File: src/rtl/imem_loader_pkg.sv
// Shared definitions for the instruction-memory loader: FSM state encoding
// and the instruction word width.
package imem_loader_pkg;

  localparam int unsigned INSTR_W = 32;
  localparam int unsigned BYTES_PER_WORD = INSTR_W / 8;

  typedef enum logic [1:0] {
    IDLE  = 2'd0,
    LOAD  = 2'd1,
    WRITE = 2'd2,
    DONE  = 2'd3
  } state_t;

endpackage

File: src/rtl/imem_loader_byte_packer.sv
// Packs an LSB-first byte stream into 32-bit words. word_next is the value
// the shift register takes this cycle, so the caller can capture a complete
// word in the same cycle the fourth byte is consumed.
module imem_loader_byte_packer
  import imem_loader_pkg::*;
(
  input  logic               clk,
  input  logic               reset,
  input  logic               clear,
  input  logic               consume,
  input  logic [7:0]         byte_data,
  output logic [INSTR_W-1:0] word_next,
  output logic               word_ready
);

  logic [1:0]         idx;
  logic [INSTR_W-1:0] shift;

  // Insert the incoming byte into its lane of the current word.
  always_comb begin
    word_next = shift;
    if (consume) begin
      case (idx)
        2'd0: word_next[7:0]   = byte_data;
        2'd1: word_next[15:8]  = byte_data;
        2'd2: word_next[23:16] = byte_data;
        2'd3: word_next[31:24] = byte_data;
        default: word_next = shift;
      endcase
    end
  end

  assign word_ready = consume && (idx == 2'd3);

  // Byte index and shift register; the index wraps to 0 after the 4th byte.
  always_ff @(posedge clk or negedge reset) begin
    if (!reset) begin
      idx   <= '0;
      shift <= '0;
    end else if (clear) begin
      idx   <= '0;
      shift <= '0;
    end else if (consume) begin
      idx   <= idx + 2'd1;
      shift <= word_next;
    end
  end

endmodule

File: src/rtl/imem_loader.sv
// Instruction-memory loader: receives a program byte stream, writes packed
// words to instruction memory and holds the core until the image is complete.
module imem_loader
  import imem_loader_pkg::*;
#(
  parameter int unsigned ADDR_W = 8,
  parameter int unsigned DEPTH  = 256
) (
  input  logic               clk,
  input  logic               reset,
  input  logic               start,
  input  logic [ADDR_W:0]    word_count,
  input  logic               byte_valid,
  input  logic [7:0]         byte_data,
  output logic               byte_ready,
  output logic               imem_we,
  output logic [ADDR_W-1:0]  imem_addr,
  output logic [INSTR_W-1:0] imem_wdata,
  output logic               core_hold,
  output logic               busy,
  output logic               done,
  output logic               error
);

  localparam logic [ADDR_W:0] DEPTH_W = (ADDR_W+1)'(DEPTH);
  localparam logic [ADDR_W:0] ONE_W   = (ADDR_W+1)'(1);

  state_t              state;
  logic [ADDR_W-1:0]   word_idx;
  logic [ADDR_W:0]     count;
  logic                consume;
  logic                start_ok;
  logic                count_bad;
  logic                last_word;
  logic                word_ready;
  logic [INSTR_W-1:0]  word_next;

  assign consume   = byte_valid && byte_ready;
  assign count_bad = (word_count == '0) || (word_count > DEPTH_W);
  assign start_ok  = start && !count_bad && ((state == IDLE) || (state == DONE));
  assign last_word = ({1'b0, word_idx} == (count - ONE_W));

  imem_loader_byte_packer u_packer (
    .clk        (clk),
    .reset      (reset),
    .clear      (start_ok),
    .consume    (consume),
    .byte_data  (byte_data),
    .word_next  (word_next),
    .word_ready (word_ready)
  );

  // Load FSM with registered handshake, memory-port and status outputs.
  always_ff @(posedge clk or negedge reset) begin
    if (!reset) begin
      state      <= IDLE;
      word_idx   <= '0;
      count      <= '0;
      byte_ready <= 1'b0;
      imem_we    <= 1'b0;
      imem_addr  <= '0;
      imem_wdata <= '0;
      core_hold  <= 1'b1;
      busy       <= 1'b0;
      done       <= 1'b0;
      error      <= 1'b0;
    end else begin
      imem_we <= 1'b0;
      case (state)
        IDLE, DONE: begin
          if (start) begin
            done       <= 1'b0;
            core_hold  <= 1'b1;
            if (count_bad) begin
              error      <= 1'b1;
              state      <= IDLE;
              byte_ready <= 1'b0;
              busy       <= 1'b0;
            end else begin
              error      <= 1'b0;
              count      <= word_count;
              word_idx   <= '0;
              state      <= LOAD;
              byte_ready <= 1'b1;
              busy       <= 1'b1;
            end
          end
        end
        LOAD: begin
          if (word_ready) begin
            state      <= WRITE;
            byte_ready <= 1'b0;
            imem_we    <= 1'b1;
            imem_addr  <= word_idx;
            imem_wdata <= word_next;
          end
        end
        WRITE: begin
          if (last_word) begin
            state     <= DONE;
            done      <= 1'b1;
            core_hold <= 1'b0;
            busy      <= 1'b0;
          end else begin
            word_idx   <= word_idx + 1'b1;
            state      <= LOAD;
            byte_ready <= 1'b1;
          end
        end
        default: state <= IDLE;
      endcase
    end
  end

endmodule
File: config.mk
export PLATFORM = sky130hd
export DESIGN_NAME = imem_loader
export DESIGN_NICKNAME = d
export VERILOG_FILES = /design/src/rtl/imem_loader_pkg.sv /design/src/rtl/imem_loader_byte_packer.sv /design/src/rtl/imem_loader.sv
export SDC_FILE = /design/constraint.sdc
export NUM_CORES = 1
export LEC_CHECK = 0
export ABC_CLOCK_PERIOD_IN_PS = 2600
export BUFFER_PORTS_ARGS = -buffer_cell sky130_fd_sc_hd__buf_2
export CORE_MARGIN = 2
export CORE_UTILIZATION = 30
export CTS_CLUSTER_SIZE = 14
export DETAILED_ROUTE_END_ITERATION = 16
export PLACE_DENSITY = 0.6
export SYNTH_ARGS = -nofsm -noshare
export SYNTH_HDL_FRONTEND = slang
export SYNTH_SLANG_ARGS = --single-unit
File: constraint.sdc
create_clock -name clk -period 2.6 [get_ports clk]
set_clock_uncertainty 0.15 [all_clocks]
set_input_delay 0.39 -clock clk [delete_from_list [all_inputs] [get_ports clk]]
set_output_delay 0.39 -clock clk [all_outputs]
set_load 0.005 [all_outputs]
==> results.txt <==
* HPWL after detailed placement: 6390 um
- Fraction of final layout cells sized beyond drive strength 1: 27.51%
* Netlist Area Pre-Place: 0.004111 sq mm
- By count the netlist is led by dfrtp_1 (90), nand2_1 (48), o21ai_0 (40).
- R2R Setup Slk: 0.17 ns
* DRC violations left: 0
- In this run, synthesis produced a sequential element count of 91.
- Post-Synthesis Cells: 384
* Critical path capture point type: register
- Horizontal extent of the die: 121.1 um
- The worst hold path begins at word_count[2].
- Height of the chip: 121.1 um
* Time the worst path needs with I/O delays and setup: 2.432 ns
* Overall fraction of global-route tracks in use: 13.23%
- In the final layout, the multi-input gates occupy 0.001690 sq mm.
- Part of the Yosys area used for sequential elements: 55.42%
- Clock tree buffer depth: 2
* Top cells by area in the synthesized netlist: dfrtp_1 (55%), mux2i_1 (6.1%), mux2_2 (5.5%), o21ai_0 (4.9%), nand2_1 (4.4%)
- Pleak: 0.002592 uW
* Min-Delay Endpoint: count[2]$_DFFE_PN0P_
* Count of endpoints failing setup in the final report: 0
- The run finished with clean final reports.
* Number of fill cells in the layout: 1304
* Synth Area per Inst: 10.71 sq um
* Area leader, netlist: dfrtp_1
- The netlist uses 46 different library cells.
* Vias per std cell: 4.726
* Fmax: 0.4111 GHz
- Number of CTS-inserted buffers: 9
- Counting every net in the synthesized netlist gives 413.
* Capture instance of the worst register-to-register path: word_idx[6]$_DFFE_PN0P_
* Required time at the worst-slack endpoint: 2.70 ns
* Worst r2r path cells: 9
* R2R Path Start: count[1]$_DFFE_PN0P_
- Vias in the first global route: 3009
* FF/Latch Area: 0.002280 sq mm
* Site row count: 42
- Data on the critical path arrives at its endpoint at 2.54 ns.
* Async set-or-reset flop fraction in the synthesized netlist: 100.0%
- Max-slew headroom: 55.90%
- Pwr per Cell Area: 875.1 mW/mm^2
- In this run the clock root is driven by a clkbuf_16.
- Clock sink count: 91
- The worst hold path belongs to the class in2reg.
- The worst-case IR drop observed on VDD is 0.0003404 V.
- Core region area: 0.01330 sq mm
* Transition at the pin with the smallest max-transition slack: 0.6596 ns
- The worst hold path passes through 3 cells.
- Clock tree from TritonCTS: yes
* Total negative setup slack: 0 ns
* Critical path class: reg2reg
- The final layout contains 483 nets.
* Type of element launching the critical path: register
- Number of max-cap violations: 0
- dfrtp_1 is the most common cell in the netlist.
* Number of max-slew violations in the final report: 0
- Share of the clock period used by the worst path after layout: 93.55%
- Number of antenna violations at the first check in global routing: 0
* RD Place Congestion: 0.8029
- The H-tree generated during clock tree synthesis spans 3 levels.
- Number of cells in the finished layout apart from fillers: 634
- In the synthesized netlist the dominant register cell turns out to be dfrtp_1.
- Global routing finished with a remaining overflow of 0.
- The die covers 0.01466 sq mm.
- The synthesized design contains 0 enable-type register cells.
* Count of pins on the block boundary: 67
* Portion of synthesized cell area occupied by the leading cell type: 54.78%
- Including well taps, the total number of placed cells is 618.
* Detailed-route wire length: 9148 um
- The detailed router finished its first iteration with 162 violations.
* Antenna diode count: 0
- Detailed-route via count: 2996
- In this run the worst path has a maximum fanout of 17.
* Detailed Routing Iterations Pass 1: 4
- For this run, the number of Yosys warnings is 0.
- Clock latency on the worst-skew pair, taken at its later pin, is 0.34 ns.
- Endpoints failing hold: 0
- For this configuration, the core starts out at a cell density of 30.92%.
- Entering global routing, the biggest net connects 92 pins.
- The detail route stage leaves a number of antenna-violating nets equal to 0.
- Setup repair after global routing left no endpoint under its margin.
* First-pass GRT wire length: 15320 um
- In this run the tool buffered the top-level ports with 66 buffer cells.
- After detailed routing, the average wire length per cell comes to 14.43 um.
- Relative to the synthesized area, the layout overhead comes to 23.31%.
* Clock slew at reported path FFs: 0.06 ns
[timing repair]
item,in CTS,in global routing
endpoints found under the setup margin,0,11
resized for setup,0,3
setup buffers,0,0
hold buffers,1,0
endpoints found under the hold margin,90,0
[routing by layer]
layer | track usage, % | wire, um
met5 | 0 | 0
met4 | 3.634 | 123
met3 | 3.947 | 476
met2 | 20.79 | 4258
met1 | 17.74 | 4291
[state kept, by name (all words and copies together) (netlist names), 2 cells and up]
register,flops
imem_wdata,32
state,2
u_packer.shift,24
u_packer.idx,2
count,9
imem_addr,8
word_idx,8
[placed cells by master, fill, tap and decap left out, drive strengths merged, types with 5 or more instances in the layout]
cell	n
inv	13
mux2	20
buf	80
nand3	12
dfrtp	90
ha	8
mux2i	25
a21oi	11
o21ai	44
xor2	5
nor2	34
nand2	48
or3	7
clkbuf	10
o211ai	5
[power breakdown]
| part | switching, uW | internal, uW |
|---|---|---|
| logic | 550 | 473 |
| clock network | 544 | 969 |
| registers | 197 | 1700 |
[cell type report]
type | count | share of cell area [%]
Timing Repair Buffer | 81 | 9.576
Sequential cell | 91 | 44.97
Clock inverter | 5 | 2.172
Multi-Input combinational cell | 259 | 33.34
Inverter | 12 | 0.8885
Clock buffer | 10 | 4.714
Tap cell | 176 | 4.344
[worst max path at each step]
stage                     cells past startpoint                       to                  from  slack (ns)
after global routing                          9  word_idx[6]$_DFFE_PN0P_  count[1]$_DFFE_PN0P_        0.01
after detailed placement                     10  word_idx[6]$_DFFE_PN0P_  count[1]$_DFFE_PN0P_        0.08
after global placement                       10  word_idx[7]$_DFFE_PN0P_  count[1]$_DFFE_PN0P_        0.20
after CTS                                    10  word_idx[6]$_DFFE_PN0P_  count[1]$_DFFE_PN0P_        0.08
after floorplan                              10  word_idx[6]$_DFFE_PN0P_  count[0]$_DFFE_PN0P_        0.18
final                                         9  word_idx[6]$_DFFE_PN0P_  count[1]$_DFFE_PN0P_        0.17
[through the flow]
stage	instance area [sq um]	util, %	hold WS [ns]	total power (uW)	worst slack, ns
floorplan	4111	-	-0.05559	2560	0.1776
global placement	4707	35.40	0.3093	2904	0.1963
detailed placement	4707	35.40	0.3153	2956	0.07859
CTS	5066	38.10	0.1253	4490	0.08066
global route	5070	38.13	0.1534	4735	0.01322
finish	5070	38.13	0.1399	4436	0.1677
[cells by family after synthesis]
group / share of synthesized area [%]
compound gates: 10.41
xor+xnor: 1.917
fa+ha+maj: 2.435
buf+inv: 3.591
flops: 55.42
mux: 11.56
simple gates: 14.67
[critical path, stage by stage (launching register included)]
cell	delay [ns]
dfrtp_2	0.41
inv_1	0.08
ha_2	0.20
or3_1	0.40
o32ai_1	0.30
a221o_1	0.20
and4_1	0.23
buf_12	0.15
o21ai_0	0.08
a21oi_1	0.14
(Power assumes the default switching activity.)
